**config.mk**
```make
export PLATFORM = sky130hd
export DESIGN_NAME = muldiv_ctrl
export DESIGN_NICKNAME = d
export VERILOG_FILES = /design/src/rtl/muldiv_ctrl_pkg.sv /design/src/rtl/muldiv_step.sv /design/src/rtl/muldiv_ctrl.sv
export SDC_FILE = /design/constraint.sdc
export NUM_CORES = 1
export LEC_CHECK = 0
export BUFFER_PORTS_ARGS = -buffer_cell sky130_fd_sc_hd__buf_2
export CORE_MARGIN = 4
export CORE_UTILIZATION = 50
export CTS_CLUSTER_DIAMETER = 60
export DETAILED_ROUTE_END_ITERATION = 16
export HOLD_SLACK_MARGIN = 0.03
export PLACE_DENSITY_LB_ADDON = 0.2
export SYNTH_ARGS = -nofsm -noshare
export SYNTH_HDL_FRONTEND = slang
export SYNTH_SLANG_ARGS = --single-unit
```
**constraint.sdc**
```tcl
create_clock -name clk -period 14.3 [get_ports clk]
set_input_delay 0.715 -clock clk [delete_from_list [all_inputs] [get_ports clk]]
set_output_delay 0.715 -clock clk [all_outputs]
set_load 0.02 [all_outputs]
```
**src/rtl/muldiv_ctrl_pkg.sv**
```systemverilog
// Shared definitions for the HI/LO multiply/divide sequencer:
// op encodings, FSM states and a conditional two's-complement helper.
package muldiv_ctrl_pkg;

   localparam int unsigned Width = 32;

   localparam logic [2:0] OpMult  = 3'd0;
   localparam logic [2:0] OpMultu = 3'd1;
   localparam logic [2:0] OpDiv   = 3'd2;
   localparam logic [2:0] OpDivu  = 3'd3;
   localparam logic [2:0] OpMthi  = 3'd4;
   localparam logic [2:0] OpMtlo  = 3'd5;

   typedef enum logic [1:0] {
      StIdle,
      StIter,
      StFix
   } md_state_e;

   function automatic logic [Width-1:0] neg_if(input logic [Width-1:0] v, input logic neg);
      return neg ? (~v + 32'd1) : v;
   endfunction

endpackage

```
**src/rtl/muldiv_step.sv**
```systemverilog
// One combinational iteration of the multiply (add-then-shift-right) or
// restoring divide (shift-subtract) loop over a 64-bit accumulator.
module muldiv_step
   import muldiv_ctrl_pkg::*;
(
   input  logic               is_div_i,
   input  logic [2*Width-1:0] acc_i,
   input  logic [Width-1:0]   opnd_i,
   output logic [2*Width-1:0] acc_o,
   output logic               q_bit_o
);

   logic [Width:0] sum;
   logic [Width:0] rem_sh;
   logic [Width:0] diff;

   always_comb begin
      sum     = {1'b0, acc_i[2*Width-1:Width]} + {1'b0, opnd_i};
      rem_sh  = acc_i[2*Width-1:Width-1];
      diff    = rem_sh - {1'b0, opnd_i};
      q_bit_o = 1'b0;
      acc_o   = acc_i;
      if (is_div_i) begin
         // Borrow out of the 33-bit subtract means the divisor did not fit.
         q_bit_o = ~diff[Width];
         acc_o   = {(q_bit_o ? diff[Width-1:0] : rem_sh[Width-1:0]), acc_i[Width-2:0], 1'b0};
      end else if (acc_i[0]) begin
         acc_o = {sum, acc_i[Width-1:1]};
      end else begin
         acc_o = {1'b0, acc_i[2*Width-1:1]};
      end
   end

endmodule

```
**src/rtl/muldiv_ctrl.sv**
```systemverilog
// Sequencer for the iterative HI/LO multiply/divide unit: accepts one op at a
// time, runs 32 steps, fixes up signs and owns the HI/LO registers.
module muldiv_ctrl
   import muldiv_ctrl_pkg::*;
(
   input  logic        clk,
   input  logic        rst,
   input  logic        start,
   input  logic [2:0]  op,
   input  logic [31:0] rs_data,
   input  logic [31:0] rt_data,
   input  logic        read_hilo,
   input  logic        cancel,
   output logic        busy,
   output logic        stall,
   output logic        done,
   output logic        div_zero,
   output logic [31:0] hi,
   output logic [31:0] lo
);

   md_state_e   state_q, state_d;
   logic [4:0]  cnt_q, cnt_d;
   logic [63:0] acc_q, acc_d;
   logic [31:0] opnd_q, opnd_d;
   logic        is_div_q, is_div_d;
   logic        res_neg_q, res_neg_d;
   logic        rem_neg_q, rem_neg_d;
   logic        div_zero_q, div_zero_d;
   logic        done_q, done_d;
   logic [31:0] hi_q, hi_d;
   logic [31:0] lo_q, lo_d;

   logic [63:0] step_acc;
   logic        step_q_bit;
   logic        is_signed;
   logic [31:0] rs_mag;
   logic [31:0] rt_mag;
   logic [63:0] prod_fix;

   muldiv_step u_step (
      .is_div_i (is_div_q),
      .acc_i    (acc_q),
      .opnd_i   (opnd_q),
      .acc_o    (step_acc),
      .q_bit_o  (step_q_bit)
   );

   assign is_signed = ~op[0];
   assign rs_mag    = neg_if(rs_data, is_signed & rs_data[31]);
   assign rt_mag    = neg_if(rt_data, is_signed & rt_data[31]);
   assign prod_fix  = res_neg_q ? (~acc_q + 64'd1) : acc_q;

   always_comb begin
      state_d    = state_q;
      cnt_d      = cnt_q;
      acc_d      = acc_q;
      opnd_d     = opnd_q;
      is_div_d   = is_div_q;
      res_neg_d  = res_neg_q;
      rem_neg_d  = rem_neg_q;
      div_zero_d = div_zero_q;
      done_d     = 1'b0;
      hi_d       = hi_q;
      lo_d       = lo_q;

      unique case (state_q)
         StIdle: begin
            if (start && !cancel) begin
               case (op)
                  OpMthi: begin
                     hi_d       = rs_data;
                     div_zero_d = 1'b0;
                  end
                  OpMtlo: begin
                     lo_d       = rs_data;
                     div_zero_d = 1'b0;
                  end
                  OpMult, OpMultu, OpDiv, OpDivu: begin
                     cnt_d      = 5'd31;
                     is_div_d   = op[1];
                     res_neg_d  = is_signed & (rs_data[31] ^ rt_data[31]);
                     rem_neg_d  = is_signed & rs_data[31];
                     div_zero_d = 1'b0;
                     state_d    = StIter;
                     if (op[1]) begin
                        opnd_d = rt_mag;
                        acc_d  = {32'd0, rs_mag};
                        if (rt_data == 32'd0) begin
                           // Preload the fix-up so the remainder path restores rs and lo is all ones.
                           acc_d      = {rs_mag, 32'hFFFF_FFFF};
                           res_neg_d  = 1'b0;
                           div_zero_d = 1'b1;
                           state_d    = StFix;
                        end
                     end else begin
                        opnd_d = rs_mag;
                        acc_d  = {32'd0, rt_mag};
                     end
                  end
                  default: ;
               endcase
            end
         end
         StIter: begin
            if (cancel) begin
               state_d = StIdle;
            end else begin
               acc_d = step_acc | {63'd0, step_q_bit};
               if (cnt_q == 5'd0) begin
                  state_d = StFix;
               end else begin
                  cnt_d = cnt_q - 5'd1;
               end
            end
         end
         StFix: begin
            state_d = StIdle;
            if (!cancel) begin
               done_d = 1'b1;
               if (is_div_q) begin
                  hi_d = neg_if(acc_q[63:32], rem_neg_q);
                  lo_d = neg_if(acc_q[31:0], res_neg_q);
               end else begin
                  hi_d = prod_fix[63:32];
                  lo_d = prod_fix[31:0];
               end
            end
         end
         default: state_d = StIdle;
      endcase
   end

   always_ff @(posedge clk or posedge rst) begin
      if (rst) begin
         state_q    <= StIdle;
         cnt_q      <= 5'd0;
         acc_q      <= 64'd0;
         opnd_q     <= 32'd0;
         is_div_q   <= 1'b0;
         res_neg_q  <= 1'b0;
         rem_neg_q  <= 1'b0;
         div_zero_q <= 1'b0;
         done_q     <= 1'b0;
         hi_q       <= 32'd0;
         lo_q       <= 32'd0;
      end else begin
         state_q    <= state_d;
         cnt_q      <= cnt_d;
         acc_q      <= acc_d;
         opnd_q     <= opnd_d;
         is_div_q   <= is_div_d;
         res_neg_q  <= res_neg_d;
         rem_neg_q  <= rem_neg_d;
         div_zero_q <= div_zero_d;
         done_q     <= done_d;
         hi_q       <= hi_d;
         lo_q       <= lo_d;
      end
   end

   assign busy     = (state_q != StIdle);
   assign stall    = busy & (start | read_hilo);
   assign done     = done_q;
   assign div_zero = div_zero_q;
   assign hi       = hi_q;
   assign lo       = lo_q;

endmodule
```
==> results of run 1 <==
-- sequential cells by signal (all words and copies together) (netlist names) --
register / cells
rem_neg_q: 1
state_q: 2
is_div_q: 1
done: 1
cnt_q: 5
div_zero: 1
lo: 32
hi: 32
opnd_q: 32
acc_q: 64
res_neg_q: 1
-- kinds of logic after synthesis --
group / after synthesis / synth area share [%]
AO/OA/AOI/OAI: 682 / 27.6
adder cells (fa/ha/maj): 72 / 6.06
multiplexers: 58 / 4.02
flip-flops: 172 / 28.5
XOR/XNOR: 172 / 9.96
buffers and inverters: 188 / 4.70
AND/OR/NAND/NOR: 640 / 19.2
-- worst reg2reg max path, cell delays in order, from the launching register on --
cell and delay, ns:
dfrtp_1 0.52, inv_1 0.18, fa_1 0.50, nand2b_1 0.18, a21oi_1 0.26, o221a_2 0.31
o211ai_1 0.26, a21boi_0 0.37, nor3b_1 0.44, a211o_1 0.41, mux2_2 0.38, nand2_1 0.06
o21ai_0 0.09, a221o_1 0.32
-- cell usage after synthesis (14+ instances only) --
library cell  number
o211ai_1          20
o21ai_0          195
xor2_1            75
nor2_1           237
o22ai_1           15
a211oi_1          25
mux2_2            22
xnor2_1           97
a31oi_1           26
nor3_1            50
a21oi_1          214
clkbuf_1         110
inv_1             63
a311oi_1          18
or3_1             25
or4_1             14
nand2_1          190
nand3_1           24
nand2b_1          20
mux2i_1           36
ha_1              70
o31ai_1           35
dfrtp_1          172
a21o_1            27
-- power by group --
part	total [mW]	internal [mW]	switching, mW
registers	0.850	0.620	0.229
clock network	0.509	0.270	0.239
logic	1.66	0.645	1.02
total	3.02	1.54	1.48
-- routing by layer --
metal,GRT usage (%),vias up
met5,0,-
met4,15.8,4
met3,6.53,156
met2,50.8,896
met1,46.7,7551
li1,-,7256
-- worst min path at each step --
stage,start,end,slack [ns],cells after the start
after floorplan,cnt_q[0],cnt_q[0],0.48,1
after global placement,hi[13],hi[13],0.46,2
after detailed placement,lo[14],lo[14],0.46,2
after CTS,rst,opnd_q[30],0.47,2
after global routing,lo[5],lo[5],0.50,2
final,rst,opnd_q[30],0.43,2
-- through the flow --
stage	hold WS, ns	total power, mW	setup slack (ns)	cells	util, %
6_report	0.426	3.02	9.79	2440	56.0
5_1_grt	0.498	3.21	9.60	2439	56.0
4_1_cts	0.471	2.98	9.94	2438	55.9
3_5_place_dp	0.460	2.48	9.48	2406	53.9
3_3_place_gp	0.455	2.45	9.66	2406	53.9
2_1_floorplan	0.475	1.97	8.92	1984	-
-- layout make-up --
| class | count | area (um2) |
|---|---|---|
| fill | 2841 | 13100 |
| clock inverter | 14 | 173 |
| inverter | 63 | 241 |
| timing repair buffer | 157 | 831 |
| tap | 390 | 488 |
| multi-input combinational | 1624 | 10100 |
| clock buffer | 18 | 439 |
| antenna | 2 | 5.00 |
| sequential | 172 | 4310 |
==> impl_metrics.toml, run 1 <==
[critical_path]
critical_path_buf_inv_count = 1
slowest_delay_ns = 0.94
r2r_start = "acc_q[32]"
r2r_cells = 13
cp-end-kind = "register"
crit_chain = "buf_2 > nor3_1 > nor3b_1 > and3_1 > nand2_1 > or3_1 > nor3_1 > nand3_1 > o221ai_1 > a21oi_1 > a31oi_1 > a21boi_0"
worstPathArrival_ns = 4.90
cp-start-kind = "input pin"
crit_top_cell = "nor3_1"
crit_type = "input pin to register"
crit_cells = 12
slowest_stage = "nand3_1"
cp.required_ns = 14.69
path_max_fanout = 21
startpoint = "rt_data[8]"
r2r-end = "acc_q[52]"
ff2ff_setup_slack_ns = 9.90
endpoint = "acc_q[63]"
crit_family = "simple AND/OR/NAND/NOR gates"

[sta]
finClkSkew_ns = 0.0212
tightest_slew_ns = 1.12
finalHoldViolCount = 0
finalCriticalPeriod_ns = 4.51
slew-limit-headroom_pct = 25.1
finalSetupViolations = 0
rsz0062_at_grt = "no"
finalMaxSlewViolations = 0
max_freq_mhz = 222
final.setup.tns_ns = 0
min_period_over_period_pct = 31.5

[synth]
ys_types = 69
synth-main-ff-cell = "dfrtp_1"
synth_area_leaders = "dfrtp_1 (28%), a21oi_1 (7.1%), o21ai_0 (6.5%)"
synth_top_cell_by_area = "dfrtp_1"
synth_seq_cells = 172
synth_fp_nets = 2128
synthArstFlopShare_pct = 100
synth_top_area_share_pct = 28.5
synthCells = 1984
yosys_warnings = 0
synth.avg_cell_area_um2 = 7.62
ys_seq_area_share_pct = 28.5
syn_area_mm2 = 0.0151
synth_edf_count = 0

[grt]
grt_max_degree = 94
grt_pass1_vias = 14600
antenna_found_initial = 4
grt.total_usage_pct = 33.7
grt-ovfl-total = 0
grt_pass1_wl_mm = 86.6

[floorplanning]
rows = 63
die_x_um = 182
core-area_mm2 = 0.0297
ios = 140
fp.dieH_um = 182
design.die.area_mm2 = 0.0331
start_util_pct = 50.9

[detailed_routing]
route.met2.wl_mm = 24.7
ant_nets = 0
highest_layer = "met5"
post-route-drc-count = 0
vias = 15900
totalWireLength_mm = 57.4
wl_per_cell_um = 23.5
drtIter0Drc = 1927
wl_met1_mm = 23.8
via_per_inst = 6.50
route.met3.wl_mm = 5.89
first_pass_iters = 6

[cts]
cts_buffer_depth = 2
cts_setup_buffers = 0
cts_hold_buffers = 0
cts_buffers = 17
cts_sinks = 172
clk_pin_slew_ns = 0.09
htreeDepth = 4
cts_root_buffer = "clkbuf_16"
clock_latency_ns = 0.47
cts_tree = "yes"
postCtsResizedCells = 0

[power_and_ir_drop]
peakVddDrop_mv = 0.106
p_leak_nw = 7.16
power.density_mw_per_mm2 = 182

[placement]
portBuffers = 139
dpl.hpwl_mm = 43.4
postPlaceCellArea_mm2 = 0.0160
gp_congestion = 0.992

[hold_path]
hold_path.class = "input pin to asynchronous set/reset pin"

[layout]
drive_above_1_share_pct = 11.7
mostFrequentLayoutCell = "nor2_1"
mostFrequentLayoutCells = "nor2_1 (235), a21oi_1 (214), o21ai_0 (195)"
stdcell_area_mm2 = 0.0166
area_delta_synth_final_pct = 9.99
final_net_count = 2179

[run]
maxCapViolCount = 0

[outcome]
status = "finished, final reports clean"
Power figures use the tool's default switching activity.
==> run 2: changes to the inputs <==
clock period = 4.1 ns   (was 14.3 ns; I/O delays follow)
==> run 2 against run 1 <==
Compared with the run above:
- final cell count rose by 2.8%
- critical path depth increased by 1
- worst setup slack lost 9.6 ns
- total power rose to 3.6 times the previous value
- combinational power grew to 3.9 times the previous value
- clock-buffer cell count unchanged
- non-clock buffer count grew 69
==> impl_metrics.toml, run 2 (synthesis gave the netlist of run 1 again) <==
[outcome]
status = "finished, final reports clean"

[layout]
area_delta_synth_final_pct = 13.7
final_net_count = 2249
largest_reg_flops = 64
mostFrequentLayoutCells = "nor2_1 (235), a21oi_1 (214), o21ai_0 (193)"
fin_util_pct = 57.8
nFillCells = 2784
mostFrequentLayoutCell = "nor2_1"
stdcell_count = 2508
top_register = "acc_q"
drive_above_1_share_pct = 14.5

[cts]
cts_root_buffer = "clkbuf_16"
htreeDepth = 4
cts_tree = "yes"
clk_pin_slew_ns = 0.08
cts_buffer_depth = 2
cts_buffers = 17
clock_latency_ns = 0.46
cts_sinks = 172

[sta]
finalHoldViolCount = 0
finalMaxSlewViolations = 0
finalCriticalPeriod_ns = 3.92
final.setup.tns_ns = 0
rsz0062_at_grt = "no"
max_freq_mhz = 255
finalSetupViolations = 0
min_period_over_period_pct = 95.7
tightest_slew_ns = 1.00
whs_ns = 0.124
slew-limit-headroom_pct = 33.3
finClkSkew_ns = 0.0159

[power_and_ir_drop]
peakVddDrop_mv = 0.355
p_leak_nw = 7.51
p_total_mw = 10.8
power.density_mw_per_mm2 = 630

[critical_path]
r2r_cells = 13
cp-end-kind = "register"
r2r_start = "opnd_q[22]"
crit_top_cell = "a211oi_1"
crit_type = "register to register"
ff2ff_setup_slack_ns = 0.18
cp-start-kind = "register"
crit_chain = "inv_1 > ha_1 > and2_0 > a21o_1 > a221o_1 > a211oi_1 > a21boi_1 > nor3b_4 > a211oi_2 > a211oi_1 > a21oi_1 > o221ai_1 > o21a_1"
cp.required_ns = 4.46
r2r-end = "acc_q[62]"
worstPathArrival_ns = 4.28
slowest_stage = "a211oi_2"
path_max_fanout = 13
slowest_delay_ns = 0.84

[hold_path]
hold_start = "rs_data[29]"
holdPathEnd = "hi[29]"
hold_path.class = "input pin to register"
holdPathStages = 3

[detailed_routing]
wl_per_cell_um = 23.7
first_pass_iters = 6
vias = 16100
post-route-drc-count = 0
drtIter0Drc = 2050
via_per_inst = 6.41
ant_nets = 0
totalWireLength_mm = 59.4

[placement]
dpl.hpwl_mm = 45.8
portBuffers = 139
gp_congestion = 1.02
dp_cells = 2474

[grt]
grt_pass1_wl_mm = 89.4
grt_pass1_vias = 14900
grt_max_degree = 86
grt-ovfl-total = 0
antenna_found_initial = 2
grt.total_usage_pct = 35.0

[floorplanning]
start_util_pct = 50.9
design.die.area_mm2 = 0.0331
die_x_um = 182
rows = 63
fp.dieH_um = 182
ios = 140
core-area_mm2 = 0.0297

[run]
maxCapViolCount = 0
## run 2: cell types whose count changed in the layout (fill, tap and decap cells not counted), sizes merged
cell,delta
a211oi,+1
inv,-5
clkinvlp,+1
buf,+68
dlygate4sd3,+1
diode,-1
clkinv,+3
## run 2: cell type report
| class | count | area, um2 | share of cell area [%] |
|---|---|---|---|
| multi-input cells | 1625 | 10200 | 59.2 |
| flip-flops and latches | 172 | 4310 | 25.1 |
| repair buffers | 226 | 1390 | 8.08 |
| well taps | 390 | 488 | 2.84 |
| clock buffers | 18 | 429 | 2.50 |
| inverters | 63 | 240 | 1.40 |
| clock inverters | 13 | 159 | 0.925 |
| diodes | 1 | 2.50 | 0.0146 |
## run 2: per-stage QoR
step | setup slack [ns] | cell area, um2
floorplan | 0.463 | 15100
global placement | 0.192 | 16600
detailed placement | 0.0561 | 16600
CTS | 0.0257 | 17200
global route | 0.0344 | 17200
finish | 0.176 | 17200
## run 2: layer usage
layer,vias to the layer above,track usage (%),routed length (um)
met4,0,16.8,3130
met5,-,0,0
li1,7384,-,-
met2,960,52.1,25500
met3,178,7.39,6680
met1,7550,48.5,24100
## run 2: report_power, final
part	internal (mW)	leakage, nW	switching, mW	total, mW
registers	2.17	2.09	0.510	2.68
clock network	0.912	0.281	0.798	1.71
logic	2.53	5.13	3.91	6.44
## run 2: worst max-delay path by stage
stage / from / endpoint / slack (ns) / depth (start not counted)
2_1_floorplan: acc_q[0] / hi[27] / 0.46 / 12
3_3_place_gp: opnd_q[22] / acc_q[36] / 0.19 / 14
3_5_place_dp: opnd_q[22] / acc_q[36] / 0.06 / 14
4_1_cts: opnd_q[22] / acc_q[36] / 0.03 / 14
5_1_grt: opnd_q[22] / acc_q[62] / 0.03 / 13
6_report: opnd_q[22] / acc_q[62] / 0.18 / 13
## run 2: critical path: cells and delay by family (launching register included)
kind | cells | cell delay [ns]
buffers and inverters | 1 | 0.06
DFF | 1 | 0.36
AOI/OAI and AO/OA | 9 | 2.62
and+or+nand+nor | 2 | 0.47
adders and majority gates | 1 | 0.31
## run 2: repair_timing
item / CTS / global route
setup buffers: 0 / 0
setup endpoints to repair: 0 / 30
hold endpoints to repair: 32 / 0
hold buffers: 1 / 0
resized for setup: 0 / 6
==> run 3: changes to the inputs <==
--- a/config.mk
+++ b/config.mk
@@ -12,5 +12,5 @@
 export DETAILED_ROUTE_END_ITERATION = 16
 export HOLD_SLACK_MARGIN = 0.03
-export PLACE_DENSITY_LB_ADDON = 0.2
+export PLACE_DENSITY = 0.78
 export SYNTH_ARGS = -nofsm -noshare
 export SYNTH_HDL_FRONTEND = slang
==> constraint.sdc (replaced) <==
create_clock -name clk -period 4.1 [get_ports clk]
set_input_delay 0.205 -clock clk [delete_from_list [all_inputs] [get_ports clk]]
set_output_delay 0.205 -clock clk [all_outputs]
set_load 0.005 [all_outputs]
==> run 3 against run 2 <==
Compared with the run above:
- fmax grew 0.15%
- worst hold slack lost 0.090 ns
- clock power shrank 2%
- highest routed layer unchanged
- via count grew 1.7%
- largest power group unchanged
- non-clock buffer count shrank 7
- largest cell class unchanged
- critical path type unchanged
- first-iteration DRC count grew 18%
- wire length grew 0.81%
- clock-buffer cell count is the same
- critical path depth shrank 2
- total power shrank 2.1%
- clock skew shrank 0.0026 ns
- worst setup slack gained 0.0061 ns
==> impl_metrics.toml, run 3 (synthesis gave the netlist of run 1 again) <==
[outcome]
status = "finished, final reports clean"

[critical_path]
r2r_start = "acc_q[1]"
crit_type = "register to register"
worstPathArrival_ns = 4.23
cp.required_ns = 4.41
startpoint = "acc_q[1]"
ff2ff_setup_slack_ns = 0.18
cp-end-kind = "register"
endpoint = "hi[17]"
r2r-end = "hi[17]"
cp-start-kind = "register"
path_max_fanout = 9
r2r_cells = 11

[layout]
multi_input_area_mm2 = 0.0102
area_delta_synth_final_pct = 13.0
diodes = 0
mostFrequentLayoutCells = "nor2_1 (235), a21oi_1 (214), o21ai_0 (195)"
drive_above_1_share_pct = 14.4
nFillCells = 2811
top_register = "acc_q"
mostFrequentLayoutCell = "nor2_1"
stdcell_count = 2500
final-seq-area_mm2 = 0.00431
final_net_count = 2241
largest_reg_flops = 64

[sta]
finalMaxSlewViolations = 0
finalSetupViolations = 0
finClkSkew_ns = 0.0132
rsz0062_at_grt = "no"
final.setup.tns_ns = 0
slew-limit-headroom_pct = 26.7
finalHoldViolCount = 0
max_freq_mhz = 255
tightest_slew_ns = 1.09
min_period_over_period_pct = 95.6
finalCriticalPeriod_ns = 3.92

[placement]
portBuffers = 139
dpl.hpwl_mm = 45.7
dp_cells = 2465
gp_congestion = 1.06

[cts]
clock_latency_ns = 0.45
htreeDepth = 4
cts_hold_buffers = 0
clk_pin_slew_ns = 0.08
cts_tree = "yes"
cts_buffers = 17
cts_buffer_depth = 2
cts_sinks = 172
cts_root_buffer = "clkbuf_16"

[floorplanning]
ios = 140
fp.dieH_um = 182
rows = 63
design.die.area_mm2 = 0.0331
core-area_mm2 = 0.0297
die_x_um = 182
start_util_pct = 50.9

[grt]
grt_pass1_wl_mm = 90.2
grt.total_usage_pct = 34.9
grt-ovfl-total = 0
grt_max_degree = 173
antenna_found_initial = 0
grt_pass1_vias = 15100

[detailed_routing]
route.met3.wl_mm = 7.42
totalWireLength_mm = 59.9
vias = 16400
wl_met1_mm = 23.2
ant_nets = 0
drtIter0Drc = 2417
via_per_inst = 6.54
first_pass_iters = 8
route.met2.wl_mm = 25.7
post-route-drc-count = 0
highest_layer = "met4"
wl_per_cell_um = 24.0

[hold_path]
hold_path.class = "input pin to asynchronous set/reset pin"

[power_and_ir_drop]
power.density_mw_per_mm2 = 620
p_leak_nw = 7.46
peakVddDrop_mv = 0.356

[run]
maxCapViolCount = 0
[run 3: what timing repair did]
action	CTS	global route
gates resized for setup	0	3
setup endpoints to repair	0	25
setup buffers	0	3
[run 3: layer usage]
| layer | global-route usage [%] | vias to the layer above |
|---|---|---|
| li1 | - | 7374 |
| met1 | 46.4 | 7651 |
| met2 | 53.0 | 1110 |
| met3 | 9.01 | 218 |
| met4 | 16.9 | 0 |
| met5 | 0 | - |
[run 3: layout make-up]
cell class              count  share of cell area, %
clock buffers              18                   2.57
clock inverters            14                  0.784
inverters                  63                   1.41
multi-input cells        1624                   59.5
flip-flops and latches    172                   25.2
well taps                 390                   2.86
repair buffers            219                   7.73
[run 3: how the worst min path moves through the flow]
stage	to	from	slack (ns)
global route	hi[26]	rst	0.14
CTS	hi[21]	rs_data[21]	0.11
global placement	hi[21]	hi[21]	0.46
finish	hi[18]	rst	0.03
detailed placement	hi[21]	hi[21]	0.46
floorplan	hi[21]	rs_data[21]	0.36
[run 3: worst max-delay path, stage by stage (launching register included)]
cell     delay (ns)
dfrtp_1        0.45
or4_1          0.55
or4_4          0.46
or3_1          0.48
or4_4          0.59
or2_1          0.34
nand2_1        0.26
o21ai_0        0.17
xnor2_1        0.15
nor2_1         0.06
a21oi_1        0.15
o21ai_0        0.13
[run 3: per-stage QoR]
step | setup WS (ns) | hold slack, ns | power, mW | cell area, um2 | util (%)
final | 0.182 | 0.0336 | 10.6 | 17100 | 57.5
after global routing | 0.0365 | 0.142 | 11.2 | 17100 | 57.5
after CTS | 0.112 | 0.113 | 10.4 | 17100 | 57.4
after detailed placement | 0.169 | 0.461 | 8.69 | 16500 | 55.5
after global placement | 0.256 | 0.455 | 8.60 | 16500 | 55.5
after floorplan | 0.463 | 0.358 | 6.65 | 15100 | -
[run 3: power breakdown]
group	internal, mW	switching, mW
combinational	2.51	3.74
clock	0.868	0.800
sequential	2.17	0.516
